**src/rtl/prefix_adder_pipe.sv**
```systemverilog
// rtl/prefix_adder_pipe.sv - pipelined Kogge-Stone adder, sum = a + b + cin, valid/ready handshake
// Signed-overflow output ovf is present only when PREFIX_ADDER_OVF_EN is defined.
module prefix_adder_pipe #(
    parameter int WIDTH = 16
) (
    input  logic             clk,
    input  logic             reset,
    input  logic             in_valid,
    output logic             in_ready,
    input  logic [WIDTH-1:0] a,
    input  logic [WIDTH-1:0] b,
    input  logic             cin,
    output logic             out_valid,
    input  logic             out_ready,
    output logic [WIDTH-1:0] sum,
    output logic             cout
`ifdef PREFIX_ADDER_OVF_EN
    ,
    output logic             ovf
`endif
);
    localparam int L = $clog2(WIDTH + 1);

    // Vector index j holds bit position j-1, so index 0 is the carry-in position.
    logic [WIDTH:0]   gStage [0:L];
    logic [WIDTH:0]   pStage [0:L-1];
    logic [WIDTH-1:0] pBit   [0:L];
    logic [L:0]       vStage;
    logic             adv;

    assign adv      = !out_valid || out_ready;
    assign in_ready = adv;

    always_ff @(posedge clk or posedge reset) begin
        if (reset) begin
            vStage <= '0;
        end else if (adv) begin
            vStage <= {vStage[L-1:0], in_valid};
        end
    end

    always_ff @(posedge clk) begin
        if (adv) begin
            gStage[0] <= {a & b, cin};
            pStage[0] <= {a ^ b, 1'b0};
            pBit[0]   <= a ^ b;
        end
    end

    for (genvar k = 1; k <= L; k++) begin : gLevel
        localparam int D = 1 << (k - 1);
        logic [WIDTH:0] gNext;

        always_comb begin
            gNext = gStage[k-1];
            for (int j = D; j <= WIDTH; j++) begin
                gNext[j] = gStage[k-1][j] | (pStage[k-1][j] & gStage[k-1][j-D]);
            end
        end

        always_ff @(posedge clk) begin
            if (adv) begin
                gStage[k] <= gNext;
                pBit[k]   <= pBit[k-1];
            end
        end

        // The last level needs no group propagate; gray cells (group reaches -1) force P to 0.
        if (k < L) begin : gProp
            logic [WIDTH:0] pNext;

            always_comb begin
                pNext = pStage[k-1];
                for (int j = D; j <= WIDTH; j++) begin
                    pNext[j] = (j >= 2 * D) ? (pStage[k-1][j] & pStage[k-1][j-D]) : 1'b0;
                end
            end

            always_ff @(posedge clk) begin
                if (adv) begin
                    pStage[k] <= pNext;
                end
            end
        end
    end

    always_ff @(posedge clk or posedge reset) begin
        if (reset) begin
            out_valid <= 1'b0;
            sum       <= '0;
            cout      <= 1'b0;
        end else if (adv) begin
            out_valid <= vStage[L];
            sum       <= pBit[L] ^ gStage[L][WIDTH-1:0];
            cout      <= gStage[L][WIDTH];
        end
    end

`ifdef PREFIX_ADDER_OVF_EN
    always_ff @(posedge clk or posedge reset) begin
        if (reset) begin
            ovf <= 1'b0;
        end else if (adv) begin
            ovf <= gStage[L][WIDTH] ^ gStage[L][WIDTH-1];
        end
    end
`endif

endmodule

```
**config.mk**
```make
export PLATFORM = sky130hd
export DESIGN_NAME = prefix_adder_pipe
export DESIGN_NICKNAME = d
export VERILOG_FILES = /design/src/rtl/prefix_adder_pipe.sv
export SDC_FILE = /design/constraint.sdc
export NUM_CORES = 1
export LEC_CHECK = 0
export CAP_MARGIN = 5
export CORE_MARGIN = 5
export CORE_UTILIZATION = 65
export CTS_CLUSTER_SIZE = 30
export DETAILED_ROUTE_END_ITERATION = 16
export DONT_BUFFER_PORTS = 1
export PLACE_DENSITY = 0.86
export SLEW_MARGIN = 40
export SYNTH_ARGS = -nofsm -noshare
export SYNTH_HDL_FRONTEND = slang
export SYNTH_SLANG_ARGS = --single-unit
export TNS_END_PERCENT = 50
```
**constraint.sdc**
```tcl
create_clock -name clk -period 3.9 [get_ports clk]
set_clock_uncertainty 0.15 [all_clocks]
set_input_delay 0.78 -clock clk [delete_from_list [all_inputs] [get_ports clk]]
set_output_delay 0.78 -clock clk [all_outputs]
set_load 0.05 [all_outputs]
```
==> run summary <==
NumNets Final -> 495
Crit-path max cell delay -> 0.58 ns
Period minus WS final -> 2.59 ns
Wirelength per Cell -> 18.1 um
# fillers -> 823
DRC -> 0
Vias per Instance -> 5.44
Final Max Slew Viols -> 0
Top cells by area, synth -> edfxtp_1, dfrtp_1, a21o_1, mux2_4, and2_1
Crit path required time -> 2.97 ns
Port bufs -> 0
Min-delay worst type -> primary input to async pin
Yosys reg bits -> 260
DP Wirelength -> 7240 um
Worst-path maximum fanout -> 22
Layout area overhead -> 11.1%
Slew HR -> 60.1%
CP Launch Point -> out_valid
# resized after CTS -> 0
Peak supply drop -> 0.559 mV
Final Cell Area -> 10,100 um2
P_leak -> 3.90 nW
Worst-margin pin slew -> 0.598 ns
Instance count of the mapped netlist -> 413
Inserted Clock Buffers -> 24
WL final -> 11,500 um
Critical path class -> flip-flop to primary output
Post-CTS Setup Bufs -> 0
First-pass GRT wire length -> 18,700 um
I/O pins -> 56
RD Place Congestion -> 0.739
Initial antenna violation count -> 0
Die Height -> 128 um
Launch point of the worst reg-to-reg path -> out_valid
CTS tree -> done
Crit path cell chain -> nand2b_4
Synth warnings -> 0
Final ANT Viol Nets -> 0
Status -> complete, no violations
Largest net degree at the start of global routing -> 110
N_diodes -> 0
Vias in the first global route -> 3,642
Number of max-cap violations -> 0
FF-to-FF End -> sum[3]
CTS root buf -> clkbuf_16
Clock-pin slew on the worst setup and hold paths -> 0.06 ns
Critical path startpoint category -> flip-flop
Pre-antenna DRT Iters -> 4
Finish-stage setup viols -> 0
Fmax -> 0.387 GHz
RSZ-0062 raised after global routing -> no
Post-synth cell types -> 12
CTS Buffer Depth -> 3
Die area -> 16,400 um2
Critical path's slowest cell -> dfrtp_1
Synth area leader -> edfxtp_1
Pwr dens -> 832 nW/um2
Avg Cell Area, Syn -> 21.9 um2
Syn_nets -> 466
Initial Utilization -> 65.7%
Hold Buf Count CTS -> 0
Crit path depth -> 1
Crit share post-route -> 66.3%
Final Hold Violating Endpoints -> 0
Clock Latency Late Sink -> 0.51 ns
Synth top area share -> 78.3%
Die X -> 128 um
Setup crit end kind -> primary output
R2R cell count -> 3
Sink Count -> 260
H-tree depth -> 1
Row count -> 43
Layout cells sized above 1 -> 13.9%
Post-DP Area -> 9300 um2
Worst setup path endpoint -> in_ready
Core ar. -> 13,800 um2
Total gr overflow -> 0
WP buf/inv -> 0
Internal reg-to-reg setup slack -> 1.57 ns
Setup TNS -> 0 ns
CP arrival -> 1.66 ns
Initial DRC Count -> 204
Sequential share of the synthesized area -> 84.9%
CP delay by family, top -> flip-flops
Routed vias -> 3,473
Global Route Usage Sum -> 15.0%
Synthesized area -> 9050 um2
## through the flow
| step | util (%) | power [mW] | hold slack [ns] | setup slack [ns] | instances |
|---|---|---|---|---|---|
| floorplan | - | 5.86 | 0.250 | 0.690 | 413 |
| global placement | 67.6 | 6.12 | 0.254 | 1.45 | 596 |
| detailed placement | 67.6 | 6.22 | 0.255 | 1.41 | 596 |
| CTS | 73.0 | 8.45 | 0.0136 | 1.28 | 639 |
| global route | 73.0 | 8.76 | 0.0535 | 1.25 | 639 |
| finish | 73.0 | 8.37 | 0.0263 | 1.31 | 639 |
## area by class of cell
cell class / count / area, um2 / area share [%]
Sequential cell: 260 / 7690 / 76.4
Multi-Input combinational cell: 149 / 1330 / 13.2
Clock buffer: 28 / 637 / 6.33
Tap cell: 180 / 225 / 2.24
Clock inverter: 15 / 119 / 1.18
Timing Repair Buffer: 6 / 57.6 / 0.572
Inverter: 1 / 3.75 / 0.0373
## layer usage
layer / GRT usage [%] / up-vias / part of all wire [%]
met5: 0 / - / 0
met4: 6.62 / 0 / 2.9
met3: 3.50 / 24 / 5.6
met2: 25.5 / 90 / 52
met1: 18.4 / 1708 / 40
li1: - / 1651 / -
## cell usage after synthesis
library cell  number
xor2_1            16
ha_1              16
dfrtp_1           24
mux2_2             5
buf_6              3
inv_1              1
a21o_1            54
mux2_4            18
nand2b_4           1
nand2b_1           1
edfxtp_1         236
and2_1            38
## worst min path at each step
stage	from	slack, ns	end	cells after the start
6_report	reset	0.03	sum[7]	1
5_1_grt	reset	0.05	sum[14]	1
4_1_cts	reset	0.01	sum[7]	1
3_5_place_dp	gStage[4][1]	0.25	gStage[5][1]	0
3_3_place_gp	pBit[1][0]	0.25	pBit[2][0]	0
2_1_floorplan	gStage[4][10]	0.25	gStage[5][10]	0
## cell families after synthesis
family	share of synthesized area (%)
compound gates	4.48
fa+ha+maj	2.21
buf+inv	0.414
simple gates	2.85
flops	84.9
mux	3.61
xor+xnor	1.55
## report_power, final
group / internal, mW / switching, mW / total [mW] / leakage (nW)
Combinational: 0.479 / 0.459 / 0.938 / 0.868
Clock: 1.29 / 0.915 / 2.21 / 0.371
Sequential: 4.39 / 0.834 / 5.22 / 2.66
## state kept, by name, summed over array words and instances (netlist names)
register	count
cout	1
gStage	102
out_valid	1
pBit	95
pStage	39
sum	16
vStage	6
## cells in the final DEF (no fill, tap or decap), drive strengths merged
master / count
nand2b: 2
inv: 1
clkbuf: 28
and2: 38
buf: 6
dfrtp: 24
edfxtp: 236
clkinv: 12
mux2: 23
ha: 16
bufinv: 2
clkinvlp: 1
a21o: 54
xor2: 16
Power figures use the tool's default switching activity.
